`config.mk`:
```
export PLATFORM = sky130hd
export DESIGN_NAME = la_mem_arbiter_flat
export DESIGN_NICKNAME = d
export VERILOG_FILES = /design/src/rtl/la_mem_arbiter_if.sv /design/src/rtl/la_mem_arbiter.sv /design/src/flat_wrapper.sv
export SDC_FILE = /design/constraint.sdc
export NUM_CORES = 1
export LEC_CHECK = 0
export CAP_MARGIN = 25
export CELL_PAD_IN_SITES_DETAIL_PLACEMENT = 1
export CELL_PAD_IN_SITES_GLOBAL_PLACEMENT = 1
export CORE_MARGIN = 2
export CORE_UTILIZATION = 32
export CTS_CLUSTER_SIZE = 8
export DETAILED_ROUTE_END_ITERATION = 16
export PLACE_DENSITY_LB_ADDON = 0.08
export RECOVER_POWER = 50
export SLEW_MARGIN = 15
export SYNTH_ARGS = -nofsm -noshare
export SYNTH_HDL_FRONTEND = slang
export SYNTH_SLANG_ARGS = --single-unit
```
`constraint.sdc`:
```
create_clock -name clk -period 2.1 [get_ports clk]
set_clock_uncertainty 0.2 [all_clocks]
set_input_delay 0.42 -clock clk [delete_from_list [all_inputs] [get_ports clk]]
set_output_delay 0.42 -clock clk [all_outputs]
set_load 0.02 [all_outputs]
```
`src/rtl/la_mem_arbiter_if.sv`:
```
// Shared-memory bus bundle for la_mem_arbiter: both master request/response
// channels, the slave port and the grant vector.
interface la_mem_arbiter_if #(
    parameter int unsigned ADDR_W = 32,
    parameter int unsigned DATA_W = 32
);
    logic              m0_req;
    logic [ADDR_W-1:0] m0_addr;
    logic              m0_ack;
    logic              m0_err;
    logic [DATA_W-1:0] m0_rdata;

    logic              m1_req;
    logic              m1_we;
    logic [3:0]        m1_sel;
    logic [ADDR_W-1:0] m1_addr;
    logic [DATA_W-1:0] m1_wdata;
    logic              m1_ack;
    logic              m1_err;
    logic [DATA_W-1:0] m1_rdata;

    logic              s_req;
    logic              s_we;
    logic [3:0]        s_sel;
    logic [ADDR_W-1:0] s_addr;
    logic [DATA_W-1:0] s_wdata;
    logic [DATA_W-1:0] s_rdata;
    logic              s_ready;

    logic [1:0]        grant;

    // Arbiter side: drives the slave port, the master responses and grant.
    modport master (
        input  m0_req, m0_addr,
        input  m1_req, m1_we, m1_sel, m1_addr, m1_wdata,
        input  s_rdata, s_ready,
        output m0_ack, m0_err, m0_rdata,
        output m1_ack, m1_err, m1_rdata,
        output s_req, s_we, s_sel, s_addr, s_wdata,
        output grant
    );

    // Environment side: the two requesting masters and the memory slave.
    modport slave (
        output m0_req, m0_addr,
        output m1_req, m1_we, m1_sel, m1_addr, m1_wdata,
        output s_rdata, s_ready,
        input  m0_ack, m0_err, m0_rdata,
        input  m1_ack, m1_err, m1_rdata,
        input  s_req, s_we, s_sel, s_addr, s_wdata,
        input  grant
    );
endinterface

```
`src/rtl/la_mem_arbiter.sv`:
```
// Two-master arbiter/sequencer for the shared LA_spoc memory port: one
// transaction at a time, alternating priority on ties, slave-wait timeout.
module la_mem_arbiter #(
    parameter int unsigned ADDR_W  = 32,
    parameter int unsigned DATA_W  = 32,
    parameter int unsigned TIMEOUT = 15
) (
    input  logic             clk,
    input  logic             rst,
    la_mem_arbiter_if.master bus
);
    typedef enum logic [1:0] {IDLE, BUSY, RESP} state_t;

    localparam logic [7:0] CNT_LAST = 8'(TIMEOUT - 1);

    state_t            state_q, state_d;
    logic              last_m1_q, last_m1_d;
    logic [7:0]        cnt_q, cnt_d;
    logic              s_req_q, s_req_d;
    logic              s_we_q, s_we_d;
    logic [3:0]        s_sel_q, s_sel_d;
    logic [ADDR_W-1:0] s_addr_q, s_addr_d;
    logic [DATA_W-1:0] s_wdata_q, s_wdata_d;
    logic [1:0]        grant_q, grant_d;
    logic              m0_ack_q, m0_ack_d, m0_err_q, m0_err_d;
    logic              m1_ack_q, m1_ack_d, m1_err_q, m1_err_d;
    logic [DATA_W-1:0] m0_rdata_q, m0_rdata_d, m1_rdata_q, m1_rdata_d;
    logic              pick_m1;

    always_ff @(posedge clk or negedge rst) begin
        if (!rst) begin
            state_q    <= IDLE;
            last_m1_q  <= 1'b0;
            cnt_q      <= '0;
            s_req_q    <= 1'b0;
            s_we_q     <= 1'b0;
            s_sel_q    <= '0;
            s_addr_q   <= '0;
            s_wdata_q  <= '0;
            grant_q    <= '0;
            m0_ack_q   <= 1'b0;
            m0_err_q   <= 1'b0;
            m0_rdata_q <= '0;
            m1_ack_q   <= 1'b0;
            m1_err_q   <= 1'b0;
            m1_rdata_q <= '0;
        end else begin
            state_q    <= state_d;
            last_m1_q  <= last_m1_d;
            cnt_q      <= cnt_d;
            s_req_q    <= s_req_d;
            s_we_q     <= s_we_d;
            s_sel_q    <= s_sel_d;
            s_addr_q   <= s_addr_d;
            s_wdata_q  <= s_wdata_d;
            grant_q    <= grant_d;
            m0_ack_q   <= m0_ack_d;
            m0_err_q   <= m0_err_d;
            m0_rdata_q <= m0_rdata_d;
            m1_ack_q   <= m1_ack_d;
            m1_err_q   <= m1_err_d;
            m1_rdata_q <= m1_rdata_d;
        end
    end

    // Next-state logic computes the next value of every output register.
    always_comb begin
        state_d    = state_q;
        last_m1_d  = last_m1_q;
        cnt_d      = cnt_q;
        s_req_d    = s_req_q;
        s_we_d     = s_we_q;
        s_sel_d    = s_sel_q;
        s_addr_d   = s_addr_q;
        s_wdata_d  = s_wdata_q;
        grant_d    = grant_q;
        m0_ack_d   = 1'b0;
        m0_err_d   = 1'b0;
        m0_rdata_d = m0_rdata_q;
        m1_ack_d   = 1'b0;
        m1_err_d   = 1'b0;
        m1_rdata_d = m1_rdata_q;
        // On a tie the master not served last wins.
        pick_m1    = bus.m1_req & (~bus.m0_req | ~last_m1_q);

        case (state_q)
            IDLE: begin
                if (bus.m0_req | bus.m1_req) begin
                    s_req_d = 1'b1;
                    cnt_d   = '0;
                    state_d = BUSY;
                    if (pick_m1) begin
                        grant_d   = 2'b10;
                        s_we_d    = bus.m1_we;
                        s_sel_d   = bus.m1_sel;
                        s_addr_d  = bus.m1_addr;
                        s_wdata_d = bus.m1_wdata;
                    end else begin
                        grant_d  = 2'b01;
                        s_we_d   = 1'b0;
                        s_sel_d  = 4'hF;
                        s_addr_d = bus.m0_addr;
                    end
                end
            end
            BUSY: begin
                if (bus.s_ready || cnt_q == CNT_LAST) begin
                    s_req_d   = 1'b0;
                    last_m1_d = grant_q[1];
                    state_d   = RESP;
                    if (grant_q[1]) begin
                        m1_ack_d   = 1'b1;
                        m1_err_d   = ~bus.s_ready;
                        m1_rdata_d = bus.s_ready ? bus.s_rdata : '0;
                    end else begin
                        m0_ack_d   = 1'b1;
                        m0_err_d   = ~bus.s_ready;
                        m0_rdata_d = bus.s_ready ? bus.s_rdata : '0;
                    end
                end else begin
                    cnt_d = cnt_q + 8'd1;
                end
            end
            RESP: begin
                grant_d = '0;
                state_d = IDLE;
            end
            default: state_d = IDLE;
        endcase
    end

    assign bus.s_req    = s_req_q;
    assign bus.s_we     = s_we_q;
    assign bus.s_sel    = s_sel_q;
    assign bus.s_addr   = s_addr_q;
    assign bus.s_wdata  = s_wdata_q;
    assign bus.grant    = grant_q;
    assign bus.m0_ack   = m0_ack_q;
    assign bus.m0_err   = m0_err_q;
    assign bus.m0_rdata = m0_rdata_q;
    assign bus.m1_ack   = m1_ack_q;
    assign bus.m1_err   = m1_err_q;
    assign bus.m1_rdata = m1_rdata_q;
endmodule

```
`src/flat_wrapper.sv`:
```
// flat-port wrapper written by rule: the top's interface ports become plain ports
module la_mem_arbiter_flat 
#(
    parameter int unsigned ADDR_W  = 32,
    parameter int unsigned DATA_W  = 32,
    parameter int unsigned TIMEOUT = 15
)
  (clk, rst, bus_m0_req, bus_m0_addr, bus_m1_req, bus_m1_we, bus_m1_sel, bus_m1_addr, bus_m1_wdata, bus_s_rdata, bus_s_ready, bus_m0_ack, bus_m0_err, bus_m0_rdata, bus_m1_ack, bus_m1_err, bus_m1_rdata, bus_s_req, bus_s_we, bus_s_sel, bus_s_addr, bus_s_wdata, bus_grant);
  la_mem_arbiter_if #(.ADDR_W(ADDR_W), .DATA_W(DATA_W)) bus_i ();
  input  logic clk;
  input  logic rst;
  input wire logic [$bits(bus_i.m0_req)-1:0] bus_m0_req;
  input wire logic [$bits(bus_i.m0_addr)-1:0] bus_m0_addr;
  input wire logic [$bits(bus_i.m1_req)-1:0] bus_m1_req;
  input wire logic [$bits(bus_i.m1_we)-1:0] bus_m1_we;
  input wire logic [$bits(bus_i.m1_sel)-1:0] bus_m1_sel;
  input wire logic [$bits(bus_i.m1_addr)-1:0] bus_m1_addr;
  input wire logic [$bits(bus_i.m1_wdata)-1:0] bus_m1_wdata;
  input wire logic [$bits(bus_i.s_rdata)-1:0] bus_s_rdata;
  input wire logic [$bits(bus_i.s_ready)-1:0] bus_s_ready;
  output wire logic [$bits(bus_i.m0_ack)-1:0] bus_m0_ack;
  output wire logic [$bits(bus_i.m0_err)-1:0] bus_m0_err;
  output wire logic [$bits(bus_i.m0_rdata)-1:0] bus_m0_rdata;
  output wire logic [$bits(bus_i.m1_ack)-1:0] bus_m1_ack;
  output wire logic [$bits(bus_i.m1_err)-1:0] bus_m1_err;
  output wire logic [$bits(bus_i.m1_rdata)-1:0] bus_m1_rdata;
  output wire logic [$bits(bus_i.s_req)-1:0] bus_s_req;
  output wire logic [$bits(bus_i.s_we)-1:0] bus_s_we;
  output wire logic [$bits(bus_i.s_sel)-1:0] bus_s_sel;
  output wire logic [$bits(bus_i.s_addr)-1:0] bus_s_addr;
  output wire logic [$bits(bus_i.s_wdata)-1:0] bus_s_wdata;
  output wire logic [$bits(bus_i.grant)-1:0] bus_grant;
  assign bus_i.m0_req = bus_m0_req;
  assign bus_i.m0_addr = bus_m0_addr;
  assign bus_i.m1_req = bus_m1_req;
  assign bus_i.m1_we = bus_m1_we;
  assign bus_i.m1_sel = bus_m1_sel;
  assign bus_i.m1_addr = bus_m1_addr;
  assign bus_i.m1_wdata = bus_m1_wdata;
  assign bus_i.s_rdata = bus_s_rdata;
  assign bus_i.s_ready = bus_s_ready;
  assign bus_m0_ack = bus_i.m0_ack;
  assign bus_m0_err = bus_i.m0_err;
  assign bus_m0_rdata = bus_i.m0_rdata;
  assign bus_m1_ack = bus_i.m1_ack;
  assign bus_m1_err = bus_i.m1_err;
  assign bus_m1_rdata = bus_i.m1_rdata;
  assign bus_s_req = bus_i.s_req;
  assign bus_s_we = bus_i.s_we;
  assign bus_s_sel = bus_i.s_sel;
  assign bus_s_addr = bus_i.s_addr;
  assign bus_s_wdata = bus_i.s_wdata;
  assign bus_grant = bus_i.grant;
  la_mem_arbiter #(.ADDR_W(ADDR_W), .DATA_W(DATA_W), .TIMEOUT(TIMEOUT)) u_core (.clk(clk), .rst(rst), .bus(bus_i));
endmodule
```
# ---- Yosys cells after proc, flatten, opt, wreduce, memory -nomap -nowiden
# Cells that the tools add are included.
dict set report totals {
  register_bits 151
}
dict set report classes {
  add_sub_neg 1
  n_eq_ne 6
  n_mux 28
  n_bitwise 7
  reduce_logical 13
}
# op n
set op_table {}
lappend op_table {{two-way mux 32 bit} 2}
lappend op_table {{two-way mux 8 bit} 2}
lappend op_table {{one-hot mux 8 bit (2 select lines)} 1}
lappend op_table {{two-way mux 1 bit} 15}
lappend op_table {{AND reduction 3 bit} 5}
lappend op_table {{adder 8 x 1 -> 8 bit, second input constant} 1}
lappend op_table {{== test 8 x 4 -> 1 bit, second input constant} 1}
lappend op_table {{two-way mux 2 bit} 4}
lappend op_table {{one-hot mux 2 bit (2 select lines)} 2}
lappend op_table {{AND reduction 2 bit} 4}
lappend op_table {{two-way mux 4 bit} 1}
lappend op_table {{!= test 2 x 1 -> 1 bit, second input constant} 2}
lappend op_table {{NOT 1 bit} 4}
lappend op_table {{nonzero test 2 bit} 2}
lappend op_table {{== test 2 x 1 -> 1 bit, second input constant} 1}
lappend op_table {{== test 2 bit, second input constant} 1}
lappend op_table {{logical NOT 2 bit} 1}
lappend op_table {{!= test 2 bit, second input constant} 1}
lappend op_table {{bitwise OR 1 bit} 2}
lappend op_table {{one-hot mux 1 bit (2 select lines)} 1}
lappend op_table {{bitwise AND 1 bit} 1}
lappend op_table {{logical OR 1 bit} 1}

# ---- Longest topological paths before layout
# Gate-level depths: netlist of run 1.
dict set report logic_depth {
  depth_word 6
  mapped_depth 7
}

# ---- Worst setup path after synthesis of run 1
# OpenSTA, ideal clock, no wires.
dict set report synth_timing {
  kind {reg-to-reg}
  start {reg u_core.cnt_q[0]}
  end {reg u_core.m1_rdata_q[10], in the netlist u_core.bus.m1_rdata[10]}
  setup_ns 0.122
  t_arrival_ns 1.540
  required_time_ns 1.778
  slack_ns 0.238
  path_stages_with_launch 8
  n_path_buf 1
  period_less_slack_ns 1.862
  cell_sequence {dfrtp_1 inv_1 ha_1 nor3b_1 a21o_2 nand3_4 buf_2 a32o_1}
}
dict set report synth_via {
  elab_chain_len 3
}
# item line
set synth_rtl {}
lappend synth_rtl {{start: declaration} la_mem_arbiter.sv:18} ;# logic [7:0] cnt_q, cnt_d;
lappend synth_rtl {{start signal: assignment} la_mem_arbiter.sv:50} ;# cnt_q <= cnt_d;
lappend synth_rtl {{== test 8 x 4 -> 1 bit} la_mem_arbiter.sv:107} ;# if (bus.s_ready || cnt_q == CNT_LAST) begin
lappend synth_rtl {{logical OR 1 bit} la_mem_arbiter.sv:107}
lappend synth_rtl {{AND reduction 3 bit (no source line)} n/a}
lappend synth_rtl {{end signal: assignment} la_mem_arbiter.sv:62} ;# m1_rdata_q <= m1_rdata_d;
lappend synth_rtl {{end: declaration} la_mem_arbiter.sv:27} ;# logic [DATA_W-1:0] m0_rdata_q, m0_rdata_d, m1_rdata_q, m1_rdata_d;
# No other way between the ends.
# A chain may end at the register's enable or synchronous reset.

# ---- Worst setup path after layout of run 1
dict set report layout_timing {
  start {reg u_core.m0_rdata_q[3], in the netlist u_core.bus.m0_rdata[3]}
  end {out bus_m0_rdata[3]}
}
# item line
set layout_rtl {}
lappend layout_rtl {{start: declaration} la_mem_arbiter.sv:27}
lappend layout_rtl {{start signal: assignment} la_mem_arbiter.sv:59} ;# m0_rdata_q <= m0_rdata_d;
lappend layout_rtl {{end: declaration} flat_wrapper.sv:23} ;# output wire logic [$bits(bus_i.m0_rdata)-1:0] bus_m0_rdata;
# No word-level cell between the ends.

==> metrics, run 1 <==
status complete, no violations; R2R Setup Slk 0.15 ns; GRT overflow 0; CP cell instances clkdlybuf4s50_1; syn avg cell area 12.9 µm²; Cell Area, Synth 0.00629 mm²; main flop type after synthesis dfrtp_1; Max H-tree Level 4; RR Startpoint u_core.cnt_q[0]$_DFFE_PN0P_; first-pass GRT wire length 30500 µm; pre-CTS setup slack -0.252 ns; unrepaired setup endpoints after global routing false; share of layout cells above drive strength 1 0.113; hold violation count in the final report 0; post-layout min period 2.05 ns; Post-synth EDFFs 0; IO buf count 277; clock sinks 151; HP Class reg2reg; pins over their slew limit 0; root buf cell clkbuf_16; initial core utilization 0.324; CP Class reg2out; total global-route track usage 0.193; core footprint 0.0194 mm²; yosys warns 0; Setup-failing EPs final 0; Req. time, crit path 1.48 ns; post-route ant nets 0; Critical Path Source Type flip-flop; final worst setup slack 0.0540 ns; Fmax achieved 0.489 GHz; most frequent cell after synthesis dfrtp_1; worst hold start u_core.bus.s_addr[20]$_DFFE_PN0P_; CP Buf/Inv Count 1; Post-Route WL 20000 µm; Diodes inserted 0; Seq cells post-synth 151; clk slew on worst S/H paths 0.06 ns; Seq/Total Area, Yosys 0.601; chip height 144 µm; asr flop ratio synth 1.00; MaxCap Viol Count 0; Hold Path Stages 2; maximum fanout along the worst path 2; Post-route DRC 0; Yosys cell types 43; Iteration-0 DRC Markers 173; Peak VDD IR 0.00111 V; pwr dens 1570 mW/mm²; Finished Core Util 0.518; Worst-Skew Late Latency 0.42 ns; io pins 278; post-synth top area share 0.601; CTS Buf Count 17; CP max stage cell clkdlybuf4s50_1; Via density 4.81; Critical Path End Type primary output; WHS 0.278 ns; initial antenna violation count 0; Via Count 5060; DIE WIDTH 144 µm; Clock Path Buffers 2; dominant cell type by area after synthesis dfrtp_1; Syn Inst Count 486; TritonRoute pass-1 iters 4; relative slew slack 0.202; DP Wirelength 14600 µm; nets@finish 914; overall power 15800 µW; DR WL/cell 19.0 µm; Top delay family on crit path buffers and inverters; worst r2r path cells 7; Final Cycle Share 0.974; RD Place Congestion 0.768; RR Endpoint u_core.bus.m1_rdata[8]$_DFFE_PN0P_; largest net degree at the start of global routing 71; Worst Path Arrival 1.43 ns; Worst Setup SP u_core.bus.m0_rdata[3]$_DFFE_PN0P_; fill cell count 2060; WHS Endpoint u_core.bus.s_addr[20]$_DFFE_PN0P_; vias in the first global route 5519; Slowest Stage Delay on Critical Path 0.65 ns; Worst Tran Pin Value 1.20 ns; leading cell types by count after synthesis dfrtp_1 (151), nand2_1 (75), o21ai_0 (36), mux2i_1 (33); top cells by area, synth dfrtp_1 (60%), mux2_4 (7.2%), mux2i_1 (5.3%), a32o_1 (5.1%), nand2_1 (4.5%); static leakage 0.00424 µW; Final TNS setup 0 ns; # rows 51; Post-Syn Nets 626; Syn-to-layout area delta 59.8%; area of the die 0.0208 mm²; CTS tree done
==> stage by stage <==
step | instance area (µm²) | instances
2_1_floorplan | 6290 | 486
3_3_place_gp | 9520 | 1019
3_5_place_dp | 9520 | 1019
4_1_cts | 10200 | 1052
5_1_grt | 10000 | 1052
6_report | 10000 | 1052
==> state kept, by name, summed over array words and instances (netlist names), 2 cells and up <==
register             cells
u_core.bus.grant         2
u_core.bus.m0_rdata     32
u_core.bus.m1_rdata     32
u_core.bus.s_addr       32
u_core.bus.s_sel         4
u_core.bus.s_wdata      32
u_core.cnt_q             8
u_core.state_q           2
==> layout make-up <==
cell class | instances | area [µm²] | area share
sequential | 151 | 3780 | 0.376
clock buffer | 21 | 470 | 0.0468
multi-input combinational | 290 | 2210 | 0.220
tap | 265 | 332 | 0.0330
timing repair buffer | 307 | 3070 | 0.305
inverter | 7 | 26.3 | 0.00261
clock inverter | 11 | 161 | 0.0161
==> where the power goes <==
| part | internal, µW | switching (µW) |
|---|---|---|
| combinational | 3710 | 3800 |
| sequential | 4230 | 741 |
| clock | 1990 | 1270 |
| total | 9940 | 5820 |
==> layout by cell type (no fill, tap or decap), types with 4 or more instances in the layout <==
cell             count
nand3_1              6
dfrtp_1            150
clkdlybuf4s50_1    272
buf_12               6
mux2_1              14
o22a_1               4
clkbuf_16           17
o2bb2ai_1           32
nand2_1             75
inv_1                7
a32o_1              32
a31oi_1              4
o21ai_0             36
buf_4               18
mux2_4              16
mux2i_1             33
==> cell families after synthesis <==
kind of cell             count (synthesis)  share of synthesized area
AND/OR/NAND/NOR                         97                     0.0704
AO/OA/AOI/OAI                          125                      0.154
multiplexers                            66                      0.130
flip-flops                             151                      0.601
buffers and inverters                   45                     0.0416
adder cells (fa/ha/maj)                  2                    0.00398
==> timing repair <==
| item | 4_1_cts | 5_1_grt |
|---|---|---|
| hold buffers | 1 | 0 |
| gates resized for setup | 1 | 2 |
| cloned | 0 | 0 |
| endpoints found under the hold margin | 43 | 0 |
| endpoints found under the setup margin | 1 | 65 |
| setup buffers | 0 | 0 |
==> metal layers <==
layer | GRT usage | part of all wire | routed length, µm
met1 | 0.229 | 0.40 | 8040
met2 | 0.345 | 0.52 | 10400
met3 | 0.0510 | 0.066 | 1330
met4 | 0.0542 | 0.013 | 253
met5 | 0 | 0 | 0
==> worst max-delay path by stage <==
stage	endpoint	slack, ns	cells after the start
after floorplan	u_core.bus.m1_rdata[10]$_DFFE_PN0P_	0.24	7
after global placement	u_core.bus.s_wdata[31]$_DFFE_PN0P_	-0.23	5
after detailed placement	u_core.bus.s_wdata[31]$_DFFE_PN0P_	-0.25	5
after CTS	bus_m0_rdata[21]	0.01	1
after global routing	bus_grant[1]	0.005	1
final	bus_m0_rdata[3]	0.05	1
No activity file was read; power rests on OpenSTA's default activity.
==> inputs of run 2 (changes only) <==
--- a/config.mk
+++ b/config.mk
@@ -5,7 +5,7 @@
 export SDC_FILE = /design/constraint.sdc
 export NUM_CORES = 1
 export LEC_CHECK = 0
-export CAP_MARGIN = 25
+export CAP_MARGIN = 10
 export CELL_PAD_IN_SITES_DETAIL_PLACEMENT = 1
 export CELL_PAD_IN_SITES_GLOBAL_PLACEMENT = 1
 export CORE_MARGIN = 2
==> results of run 2 <==
Same layout as run 1: the final DEF is identical, and so are final timing and power.
==> inputs of run 3 (changes only) <==
--- a/config.mk
+++ b/config.mk
@@ -5,11 +5,11 @@
 export SDC_FILE = /design/constraint.sdc
 export NUM_CORES = 1
 export LEC_CHECK = 0
-export CAP_MARGIN = 10
 export CELL_PAD_IN_SITES_DETAIL_PLACEMENT = 1
 export CELL_PAD_IN_SITES_GLOBAL_PLACEMENT = 1
 export CORE_MARGIN = 2
 export CORE_UTILIZATION = 32
+export CTS_CLUSTER_DIAMETER = 50
 export CTS_CLUSTER_SIZE = 8
 export DETAILED_ROUTE_END_ITERATION = 16
 export PLACE_DENSITY_LB_ADDON = 0.08
==> results of run 3 <==
Same layout as run 1: the final DEF is identical, and so are final timing and power.
